$ cat src/rtl/mpu_load_store_ctrl.sv
// MPU load/store sequencer between the memory stream and the matrix register file.
// Ports: load_en/store_en commands, mem_* stream side, reg_* register-file side, busy.
module mpu_load_store_ctrl #(
  parameter int FP              = 32,
  parameter int M               = 4,
  parameter int N               = 4,
  parameter int MBITS           = $clog2(M),
  parameter int NBITS           = $clog2(N),
  parameter int MATRIX_REG_SIZE = 3
) (
  input  logic                       clk,
  input  logic                       rst,
  input  logic                       load_en,
  input  logic                       store_en,
  input  logic [FP-1:0]              mem_load_element,
  input  logic [MBITS:0]             mem_m_load_size,
  input  logic [NBITS:0]             mem_n_load_size,
  input  logic [MATRIX_REG_SIZE-1:0] mem_load_addr,
  input  logic [MATRIX_REG_SIZE-1:0] mem_store_addr,
  output logic                       mem_load_ack,
  output logic                       mem_load_error,
  output logic                       mem_store_en,
  output logic [FP-1:0]              mem_store_element,
  output logic [MBITS:0]             mem_m_store_size,
  output logic [NBITS:0]             mem_n_store_size,
  output logic                       reg_load_en,
  output logic [MATRIX_REG_SIZE-1:0] reg_load_addr,
  output logic [FP-1:0]              reg_load_element,
  output logic [MBITS:0]             reg_m_load_size,
  output logic [NBITS:0]             reg_n_load_size,
  output logic [MBITS:0]             reg_i_load_loc,
  output logic [NBITS:0]             reg_j_load_loc,
  output logic                       reg_store_en,
  output logic [MATRIX_REG_SIZE-1:0] reg_store_addr,
  input  logic [FP-1:0]              reg_store_element,
  input  logic [MBITS:0]             reg_m_store_size,
  input  logic [NBITS:0]             reg_n_store_size,
  output logic [MBITS:0]             reg_i_store_loc,
  output logic [NBITS:0]             reg_j_store_loc,
  output logic                       busy
);

  localparam int CW = $clog2(M*N) + 1;

  localparam logic [2:0] IDLE     = 3'd0;
  localparam logic [2:0] LOAD     = 3'd1;
  localparam logic [2:0] ST_SIZE  = 3'd2;
  localparam logic [2:0] STORE    = 3'd3;
  localparam logic [2:0] ST_DRAIN = 3'd4;
  localparam logic [2:0] DONE     = 3'd5;

  localparam logic [NBITS:0] NONE = 1;
  localparam logic [CW-1:0]  CONE = 1;

  logic [2:0]                 state_q, state_d;
  logic [MBITS:0]             ld_m_q, st_m_q, i_q, li_q;
  logic [NBITS:0]             ld_n_q, st_n_q, j_q, lj_q;
  logic [MATRIX_REG_SIZE-1:0] ld_addr_q, st_addr_q;
  logic [CW-1:0]              cnt_q, total;
  logic [FP-1:0]              ld_data_q;
  logic                       ack_q, err_q, wr_q, st_en_q;
  logic                       load_ok, st_empty, last;
  logic [MBITS:0]             m_cur;
  logic [NBITS:0]             n_cur;

  assign load_ok = (mem_m_load_size != '0) &&
                   (mem_n_load_size != '0) &&
                   (int'(mem_m_load_size) <= M) &&
                   (int'(mem_n_load_size) <= N);

  assign st_empty = (reg_m_store_size == '0) ||
                    (reg_n_store_size == '0);

  // One counter pair serves both directions; pick the active dims.
  assign m_cur = (state_q == LOAD) ? ld_m_q : st_m_q;
  assign n_cur = (state_q == LOAD) ? ld_n_q : st_n_q;
  assign total = CW'(m_cur) * CW'(n_cur);
  assign last  = (cnt_q == total - CONE);

  always_comb begin
    state_d = state_q;
    unique case (state_q)
      IDLE: begin
        if (load_en)       state_d = load_ok ? LOAD : DONE;
        else if (store_en) state_d = ST_SIZE;
      end
      LOAD:     if (last) state_d = DONE;
      ST_SIZE:  state_d = st_empty ? DONE : STORE;
      STORE:    if (last) state_d = ST_DRAIN;
      ST_DRAIN: state_d = DONE;
      DONE:     if (!load_en && !store_en) state_d = IDLE;
      default:  state_d = IDLE;
    endcase
  end

  always_ff @(posedge clk or negedge rst) begin
    if (!rst) begin
      state_q   <= IDLE;
      ld_m_q    <= '0;
      ld_n_q    <= '0;
      st_m_q    <= '0;
      st_n_q    <= '0;
      i_q       <= '0;
      j_q       <= '0;
      li_q      <= '0;
      lj_q      <= '0;
      ld_addr_q <= '0;
      st_addr_q <= '0;
      cnt_q     <= '0;
      ld_data_q <= '0;
      ack_q     <= 1'b0;
      err_q     <= 1'b0;
      wr_q      <= 1'b0;
      st_en_q   <= 1'b0;
    end else begin
      state_q <= state_d;
      err_q   <= 1'b0;
      wr_q    <= 1'b0;
      st_en_q <= (state_q == STORE);
      case (state_q)
        IDLE: begin
          if (load_en) begin
            if (load_ok) begin
              ld_m_q    <= mem_m_load_size;
              ld_n_q    <= mem_n_load_size;
              ld_addr_q <= mem_load_addr;
              i_q       <= '0;
              j_q       <= '0;
              cnt_q     <= '0;
              ack_q     <= 1'b1;
            end else begin
              err_q <= 1'b1;
            end
          end else if (store_en) begin
            st_addr_q <= mem_store_addr;
          end
        end
        LOAD: begin
          // Element accepted this edge is written next cycle.
          wr_q      <= 1'b1;
          ld_data_q <= mem_load_element;
          li_q      <= i_q;
          lj_q      <= j_q;
          if (last) ack_q <= 1'b0;
        end
        ST_SIZE: begin
          st_m_q <= reg_m_store_size;
          st_n_q <= reg_n_store_size;
          i_q    <= '0;
          j_q    <= '0;
          cnt_q  <= '0;
        end
        default: ;
      endcase
      if (state_q == LOAD || state_q == STORE) begin
        cnt_q <= cnt_q + CONE;
        if (j_q == n_cur - NONE) begin
          j_q <= '0;
          i_q <= i_q + 1'b1;
        end else begin
          j_q <= j_q + NONE;
        end
      end
    end
  end

  assign mem_load_ack      = ack_q;
  assign mem_load_error    = err_q;
  assign mem_store_en      = st_en_q;
  assign mem_store_element = st_en_q ? reg_store_element : '0;
  assign mem_m_store_size  = st_m_q;
  assign mem_n_store_size  = st_n_q;
  assign reg_load_en       = wr_q;
  assign reg_load_addr     = ld_addr_q;
  assign reg_load_element  = ld_data_q;
  assign reg_m_load_size   = ld_m_q;
  assign reg_n_load_size   = ld_n_q;
  assign reg_i_load_loc    = li_q;
  assign reg_j_load_loc    = lj_q;
  assign reg_store_en      = (state_q == STORE);
  assign reg_store_addr    = st_addr_q;
  assign reg_i_store_loc   = i_q;
  assign reg_j_store_loc   = j_q;
  assign busy              = (state_q != IDLE);

endmodule

$ cat config.mk
export PLATFORM = sky130hd
export DESIGN_NAME = mpu_load_store_ctrl
export DESIGN_NICKNAME = d
export VERILOG_FILES = /design/src/rtl/mpu_load_store_ctrl.sv
export SDC_FILE = /design/constraint.sdc
export NUM_CORES = 1
export LEC_CHECK = 0
export ABC_AREA = 1
export CORE_UTILIZATION = 44
export CTS_CLUSTER_DIAMETER = 40
export CTS_CLUSTER_SIZE = 8
export DETAILED_ROUTE_END_ITERATION = 8
export PLACE_DENSITY = 0.84
export SLEW_MARGIN = 25
export SYNTH_ARGS = -nofsm -noshare
export SYNTH_HDL_FRONTEND = slang
export SYNTH_SLANG_ARGS = --single-unit
$ cat constraint.sdc
create_clock -name clk -period 9.9 [get_ports clk]
set_clock_uncertainty 0.2 [all_clocks]
set_input_delay 1.98 -clock clk [delete_from_list [all_inputs] [get_ports clk]]
set_output_delay 1.98 -clock clk [all_outputs]
set_load 0.05 [all_outputs]
==> flow_summary.json, run 1 <==
{
  "post_drt_via_cell_ratio": 4.83,
  "cts.path.max_buffers": 2,
  "post_drt_wl_per_cell_um": 13.3,
  "worst-path-max-fanout": 1,
  "routed_wl_um": 10200,
  "worstHoldPathCells": 2,
  "place.gp.congestion": 0.781,
  "setup.worst_path.end_class": "primary output",
  "die_w_um": 94.8,
  "crit_required_ns": 7.72,
  "tightest_slew_ns": 1.03,
  "detailedPlacementHpwl_um": 7660,
  "fillers": 611,
  "globalRouteOverflowTotal": 0,
  "coreArea_um2": 8260,
  "met3_usage": 0.0950,
  "grt_usage": 0.230,
  "drive_above_1_share": 0.0683,
  "grt_pass1_wl_um": 15900,
  "cts_tree": "done",
  "grtUsageMet2": 0.411,
  "startpoint_kind_of_the_worst_setup_timing_path": "primary input",
  "fmax_ghz": 0.178,
  "start_util": 0.459,
  "standby_leakage_power_nw": 3.03,
  "final_period_minus_worst_setup_slack_ns": 5.63,
  "maxSlewHeadroom": 0.311,
  "power_frac_clock": 0.098,
  "rows": 33,
  "synth.cell_area_um2": 3790,
  "criticalPathCategory": "in2out",
  "dr.first_iter.drc_count": 163,
  "worst_path_dominant_cell_family": "buffers and inverters",
  "count_of_flip_flops_with_a_built_in_enable_after_synthesis": 0,
  "regToRegSetupSlack_ns": 5.15,
  "synthToLayoutAreaGrowth_pct": 55.7,
  "route.detailed.drc": 0,
  "critical-path-top-cell-by-count": "clkdlybuf4s50_1",
  "cp_slowest_cell": "clkdlybuf4s50_1",
  "max_stage_delay_ns": 0.79,
  "drtAntennaViolNets": 0,
  "min_delay_endpoint": "reg_load_element[25]$_DFFE_PN0P_",
  "report.final.slew_viol_count": 0,
  "yosys.cell_types.count": 31,
  "crit-reg2reg-capture": "state_q[0]$_DFFE_PN0P_",
  "pwr-share-seq": 0.229,
  "power.share.combinational": 0.673,
  "numCtsBuffers": 9,
  "placed_area_um2": 5700,
  "num-nets-final": 753,
  "cell_internal_pwr_mw": 1.11,
  "number_of_antenna_violations_at_the_first_check_in_global_routing": 0,
  "crit-reg2reg-launch": "state_q[1]$_DFFE_PN0P_",
  "synth-async-reset-ratio": 1.00,
  "globalRoute.busiestLayer": "met2",
  "cts.repair.resized": 0,
  "hold_path.class": "reg2reg",
  "post_cts.repair.setup_buffers": 0,
  "seq_area_frac_synth": 0.489,
  "cts_root_buf": "clkbuf_8",
  "detailedRoute.firstPassIterationCount": 5,
  "synth_area_per_cell_um2": 8.02,
  "io-pin-count": 186,
  "worst_ir_drop_vdd_v": 0.000229,
  "synth.yosys.warnings": 0,
  "finish.instance_area_um2": 5900,
  "path_cells": "clkdlybuf4s50_1 -> nand2_1 -> inv_1 -> clkdlybuf4s50_1",
  "antenna-diode-count": 0,
  "num_vias": 3689,
  "outcome": "completed",
  "grt_max_degree": 75,
  "startpoint_of_the_tightest_hold_check_path": "reg_load_element[25]$_DFFE_PN0P_",
  "cts.htree.levels": 3,
  "sequential_cell_area_um2": 1850,
  "total_area_of_multi_input_combinational_cells_um2": 1630,
  "clock_latency_ns": 0.34,
  "fp.dieArea_um2": 8980,
  "clock_sink_count": 74,
  "postSynth.topFlopCell": "dfrtp_1",
  "critPathBufInv": 3,
  "final.setup.tns_ns": 0,
  "ctsHoldBuffers": 0,
  "grt_pass1_vias": 3586,
  "clk_pin_slew_ns": 0.09,
  "pwr_density_cell_nw_per_um2": 402,
  "ff2ff_path_depth": 21,
  "chipHeight_um": 94.8,
  "final.period_utilization": 0.569,
  "setup_violations": 0,
  "cp.arrival_ns": 3.45,
  "grt_use_met1": 0.247,
  "ys_ff_latch": 74,
  "rsz0062_at_grt": "no",
  "port-buffer-count": 185,
  "p_sw_mw": 1.26,
  "core_occupancy_in_the_finished_layout": 0.714,
  "netlist_instances": 472,
  "count_of_max_cap_constraint_violations": 0,
  "hold_viol": 0,
  "synth_nets": 571,
  "power.switching_fraction": 0.531
}
## worst max-delay path by stage
stage	slack, ns	depth (start not counted)	end	startpoint
after floorplan	5.37	2	mem_store_element[0]	reg_store_element[0]
after global placement	4.26	4	mem_store_element[22]	reg_store_element[22]
after detailed placement	4.26	4	mem_store_element[22]	reg_store_element[22]
after CTS	4.26	4	mem_store_element[22]	reg_store_element[22]
after global routing	4.25	4	mem_store_element[22]	reg_store_element[22]
final	4.27	4	mem_store_element[22]	reg_store_element[22]
## routing by layer
metal / vias to the layer above / wire (µm)
met5: - / 0
met4: 0 / 108
met3: 12 / 1200
met2: 166 / 5100
met1: 1717 / 3750
li1: 1794 / -
## registers in the layout (all words and copies together), names as in the netlist, 3 cells and up
register          count
mem_n_store_size      3
reg_i_store_loc       3
reg_store_addr        3
reg_load_element     32
reg_load_addr         3
state_q               3
mem_m_store_size      3
reg_n_load_size       3
reg_m_load_size       3
reg_i_load_loc        3
cnt_q                 5
reg_j_load_loc        3
reg_j_store_loc       3
## power groups by stage
stage          clock (mW)  combinational, mW  sequential [mW]
2_1_floorplan           0              0.744            0.930
3_5_place_dp            0               1.60            0.545
6_report            0.234               1.60            0.542
4_1_cts             0.238               1.61            0.542
5_1_grt             0.250               1.75            0.560
3_3_place_gp            0               1.55            0.540
## layout make-up
type | instances | share of cell area
inverters | 64 | 0.0407
clock buffers | 10 | 0.0216
well taps | 105 | 0.0223
clock inverters | 6 | 0.0110
repair buffers | 185 | 0.314
flip-flops and latches | 74 | 0.314
multi-input cells | 320 | 0.276
## synth_stat cells, drive strengths merged (3+ instances only)
| cell | number | area share |
|---|---|---|
| a21oi | 5 | 0.0066 |
| buf | 3 | 0.0079 |
| clkbuf | 11 | 0.011 |
| dfrtp | 74 | 0.49 |
| ha | 11 | 0.036 |
| inv | 64 | 0.063 |
| mux2 | 9 | 0.030 |
| nand2 | 211 | 0.21 |
| nand3 | 17 | 0.026 |
| nor2 | 19 | 0.023 |
| o21ai | 19 | 0.027 |
| o22ai | 3 | 0.0050 |
| xnor2 | 7 | 0.016 |
| xor2 | 9 | 0.021 |
## metrics by stage
stage | instances | power, mW | hold slack (ns) | worst slack [ns]
after global routing | 764 | 2.56 | 0.308 | 4.25
after detailed placement | 748 | 2.14 | 0.268 | 4.26
final | 764 | 2.37 | 0.285 | 4.27
after floorplan | 472 | 1.67 | 0.328 | 5.37
after global placement | 748 | 2.09 | 0.260 | 4.26
after CTS | 764 | 2.39 | 0.290 | 4.26
## placed cells by master, fill, tap and decap left out, types with 2 or more instances in the layout
cell / netlist / final
inv_1: 59 / 59
fa_1: 2 / 2
clkinv_2: 0 / 2
nand3b_1: 2 / 2
o22ai_1: 3 / 3
clkbuf_8: 0 / 9
nor2_1: 14 / 14
nor2_2: 4 / 3
nand3_2: 3 / 3
mux2_2: 6 / 6
mux2_4: 3 / 3
xor2_1: 9 / 9
o21ai_0: 11 / 11
inv_6: 0 / 2
nor2_4: 1 / 2
o21ai_1: 6 / 6
dfrtp_1: 74 / 74
xnor2_1: 7 / 7
a21oi_1: 5 / 5
clkdlybuf4s50_1: 0 / 184
nand2_2: 4 / 4
inv_2: 5 / 5
ha_1: 11 / 11
nand3_1: 14 / 14
nand2_1: 207 / 207
o21ai_2: 2 / 2
## logic make-up after synthesis
kind of cell             after synthesis  synth area share
AO/OA/AOI/OAI                         30            0.0449
XOR/XNOR                              16            0.0370
adder cells (fa/ha/maj)               13            0.0469
buffers and inverters                 78            0.0823
flip-flops                            74             0.489
multiplexers                           9            0.0297
AND/OR/NAND/NOR                      252             0.270
## worst register-to-register path, cell delays in order (launching register included)
cell	delay (ns)
dfrtp_1	0.47
inv_2	0.15
nand3_2	0.79
o21ai_0	0.58
inv_1	0.10
nand2_1	0.08
ha_1	0.25
fa_1	0.50
inv_1	0.07
fa_1	0.43
xnor2_1	0.18
inv_1	0.06
nand2_1	0.06
nand2_1	0.05
nor2_1	0.08
nand2_1	0.06
nor2_1	0.13
nand2_2	0.10
nand2_2	0.10
nand2_1	0.07
nand2_1	0.08
nand2_1	0.05
No activity file was read; power rests on OpenSTA's default activity.
==> inputs of run 2 (changes only) <==
--- a/config.mk
+++ b/config.mk
@@ -6,11 +6,11 @@
 export NUM_CORES = 1
 export LEC_CHECK = 0
 export ABC_AREA = 1
-export CORE_UTILIZATION = 44
+export CORE_UTILIZATION = 37
 export CTS_CLUSTER_DIAMETER = 40
 export CTS_CLUSTER_SIZE = 8
 export DETAILED_ROUTE_END_ITERATION = 8
-export PLACE_DENSITY = 0.84
+export PLACE_DENSITY = 0.75
 export SLEW_MARGIN = 25
 export SYNTH_ARGS = -nofsm -noshare
 export SYNTH_HDL_FRONTEND = slang
==> constraint.sdc (replaced) <==
create_clock -name clk -period 4.65 [get_ports clk]
set_clock_uncertainty 0.2 [all_clocks]
set_input_delay 0.93 -clock clk [delete_from_list [all_inputs] [get_ports clk]]
set_output_delay 0.93 -clock clk [all_outputs]
set_load 0.05 [all_outputs]
==> run 2 against run 1 <==
Design area up 1.5%. Combinational power up 110%. Wire length up 0.75%. Die area up 19%. First-iteration DRC count down 14%. Register-to-register slack worse by 4.5 ns. Non-clock buffer count up 3. Core utilization down 11 points. Via count about the same. Hold slack worse by 0.0025 ns. Sequential share of layout area down 0.46 points. Critical path type is now reg2reg. Worst setup slack worse by 3.6 ns.
==> flow_summary.json, run 2 (synthesis results as in run 1) <==
{
  "outcome": "completed",
  "chipHeight_um": 103,
  "clock_latency_ns": 0.35,
  "clk_pin_slew_ns": 0.08,
  "detailedPlacementHpwl_um": 7890,
  "grt_pass1_vias": 3627,
  "most_common_cell_after_layout_fill_and_taps_aside": "nand2_1",
  "path_cells": "inv_2 -> nand2_2 -> nor2_4 -> or2_2 -> o21ai_0 -> inv_1 -> nand2_1 -> ha_1 -> fa_1 -> inv_1 -> fa_1 -> xnor2_1 -> inv_1 -> nand2_1 -> nand2_1 -> nor2_1 -> nand2_1 -> nor2_1 -> nand2_2 -> nand2_2 -> nand2_1 -> nand2_1 -> nand2_1",
  "start_util": 0.384,
  "standby_leakage_power_nw": 3.05,
  "cts_tree": "done",
  "critPathBufInv": 4,
  "largest_register_ffs": 32,
  "crit-reg2reg-capture": "state_q[0]$_DFFE_PN0P_",
  "dr.first_iter.drc_count": 140,
  "post_drt_via_cell_ratio": 4.64,
  "grt_max_degree": 75,
  "ctsHoldBuffers": 0,
  "final_period_minus_worst_setup_slack_ns": 4.03,
  "final.period_utilization": 0.866,
  "coreArea_um2": 9860,
  "startpoint_kind_of_the_worst_setup_timing_path": "flip-flop",
  "grt_usage": 0.195,
  "rows": 36,
  "cts.htree.levels": 3,
  "num_vias": 3691,
  "number_of_antenna_violations_at_the_first_check_in_global_routing": 0,
  "routed_wl_um": 10200,
  "die_w_um": 103,
  "startpoint": "state_q[2]$_DFFE_PN0P_",
  "tightest_slew_ns": 0.885,
  "cp.depth": 23,
  "detailedRoute.firstPassIterationCount": 4,
  "fp.dieArea_um2": 10600,
  "regToRegSetupSlack_ns": 0.62,
  "antenna-diode-count": 0,
  "dp_cells": 778,
  "synthToLayoutAreaGrowth_pct": 58.0,
  "cp.arrival_ns": 4.06,
  "p_total_mw": 5.08,
  "core_occupancy_in_the_finished_layout": 0.607,
  "routed-wl-met3_um": 969,
  "port-buffer-count": 185,
  "crit_required_ns": 4.69,
  "worst-path-max-fanout": 14,
  "cts.path.max_buffers": 2,
  "cp_slowest_cell": "fa_1",
  "layout.cells.most_common_list": "207 x nand2_1, 184 x clkdlybuf4s50_1, 74 x dfrtp_1, 59 x inv_1",
  "setup.worst_path.end": "state_q[0]$_DFFE_PN0P_",
  "worst_hold_slack_ns": 0.282,
  "finish.cell_count_without_fillers": 795,
  "crit-reg2reg-launch": "state_q[2]$_DFFE_PN0P_",
  "maxSlewHeadroom": 0.410,
  "setup_violations": 0,
  "rsz0062_at_grt": "no",
  "post_cts.repair.setup_buffers": 0,
  "numCtsBuffers": 9,
  "grt_pass1_wl_um": 16100,
  "drive_above_1_share": 0.0740,
  "worst_path_dominant_cell_family": "simple AND/OR/NAND/NOR gates",
  "cts_root_buf": "clkbuf_8",
  "met2_wirelength_um": 5200,
  "criticalPathCategory": "reg2reg",
  "critical-path-top-cell-by-count": "nand2_1",
  "drtAntennaViolNets": 0,
  "setup.worst_path.end_class": "flip-flop",
  "fmax_ghz": 0.248,
  "hold_viol": 0,
  "post_drt_wl_per_cell_um": 12.9,
  "cts.repair.resized": 0,
  "hold_path.class": "in2async",
  "report.final.slew_viol_count": 0,
  "route.detailed.drc": 0,
  "pwr_density_cell_nw_per_um2": 849,
  "ff2ff_path_depth": 23,
  "detail_route.wirelength.met1_um": 3940,
  "io-pin-count": 186,
  "num-nets-final": 756,
  "worst_ir_drop_vdd_v": 0.000518,
  "place.gp.congestion": 0.869,
  "max_stage_delay_ns": 0.51,
  "final.setup.tns_ns": 0,
  "count_of_max_cap_constraint_violations": 0,
  "clock_sink_count": 74,
  "globalRouteOverflowTotal": 0,
  "top_layer": "met4"
}
-- run 2: cell types whose count changed in the layout (fill, tap and decap cells not counted) --
cell        delta
buf_4          +3
buf_16         +1
inv_6          +1
clkbuf_1       -1
clkinv_2       -2
inv_8          +1
clkinvlp_4     +1
buf_6          -1
-- run 2: area by class of cell --
type / count / area [µm²]
multi-input combinational: 320 / 1630
tap: 133 / 166
clock inverter: 7 / 82.6
inverter: 64 / 240
clock buffer: 9 / 124
sequential: 74 / 1850
fill: 828 / 3880
timing repair buffer: 188 / 1890
-- run 2: worst min-delay path by stage --
| stage | end |
|---|---|
| after CTS | reg_load_element[14]$_DFFE_PN0P_ |
| final | reg_load_addr[0]$_DFFE_PN0P_ |
| after floorplan | cnt_q[0]$_DFFE_PN0P_ |
| after global routing | reg_load_element[22]$_DFFE_PN0P_ |
| after detailed placement | reg_i_load_loc[1]$_DFFE_PN0P_ |
| after global placement | reg_load_element[15]$_DFFE_PN0P_ |
-- run 2: worst reg2reg max path: cells and delay by family (launching register included) --
| family | cells | cell delay, ns |
|---|---|---|
| AOI/OAI and AO/OA | 1 | 0.11 |
| xor gates and xnor gates | 1 | 0.18 |
| adders and majority gates | 3 | 1.24 |
| buffers and inverters | 4 | 0.36 |
| DFF | 1 | 0.45 |
| and+or+nand+nor | 14 | 1.37 |
-- run 2: metrics by stage --
stage / cell area (µm²) / setup slack, ns
after global routing: 5990 / 0.243
after detailed placement: 5750 / 0.656
after global placement: 5750 / 0.825
final: 5990 / 0.623
after floorplan: 3790 / 0.948
after CTS: 5960 / 0.614
-- run 2: power by group --
part | internal, mW | switching (mW) | total [mW] | leakage, nW
Combinational | 1.20 | 2.20 | 3.40 | 2.03
Sequential | 0.930 | 0.228 | 1.16 | 0.924
Clock | 0.257 | 0.266 | 0.523 | 0.0988
Total | 2.39 | 2.70 | 5.08 | 3.05
-- run 2: layer usage --
metal	up-vias	global-route usage
met1	1709	0.216
li1	1805	-
met2	162	0.362
met5	-	0
met3	15	0.0591
met4	0	0.0542
==> inputs of run 3 (changes only) <==
--- a/config.mk
+++ b/config.mk
@@ -8,7 +8,7 @@
 export ABC_AREA = 1
 export CORE_UTILIZATION = 37
 export CTS_CLUSTER_DIAMETER = 40
-export CTS_CLUSTER_SIZE = 8
+export CTS_CLUSTER_SIZE = 12
 export DETAILED_ROUTE_END_ITERATION = 8
 export PLACE_DENSITY = 0.75
 export SLEW_MARGIN = 25
==> results of run 3 <==
Final layout, timing and power as in run 2 (identical DEF).
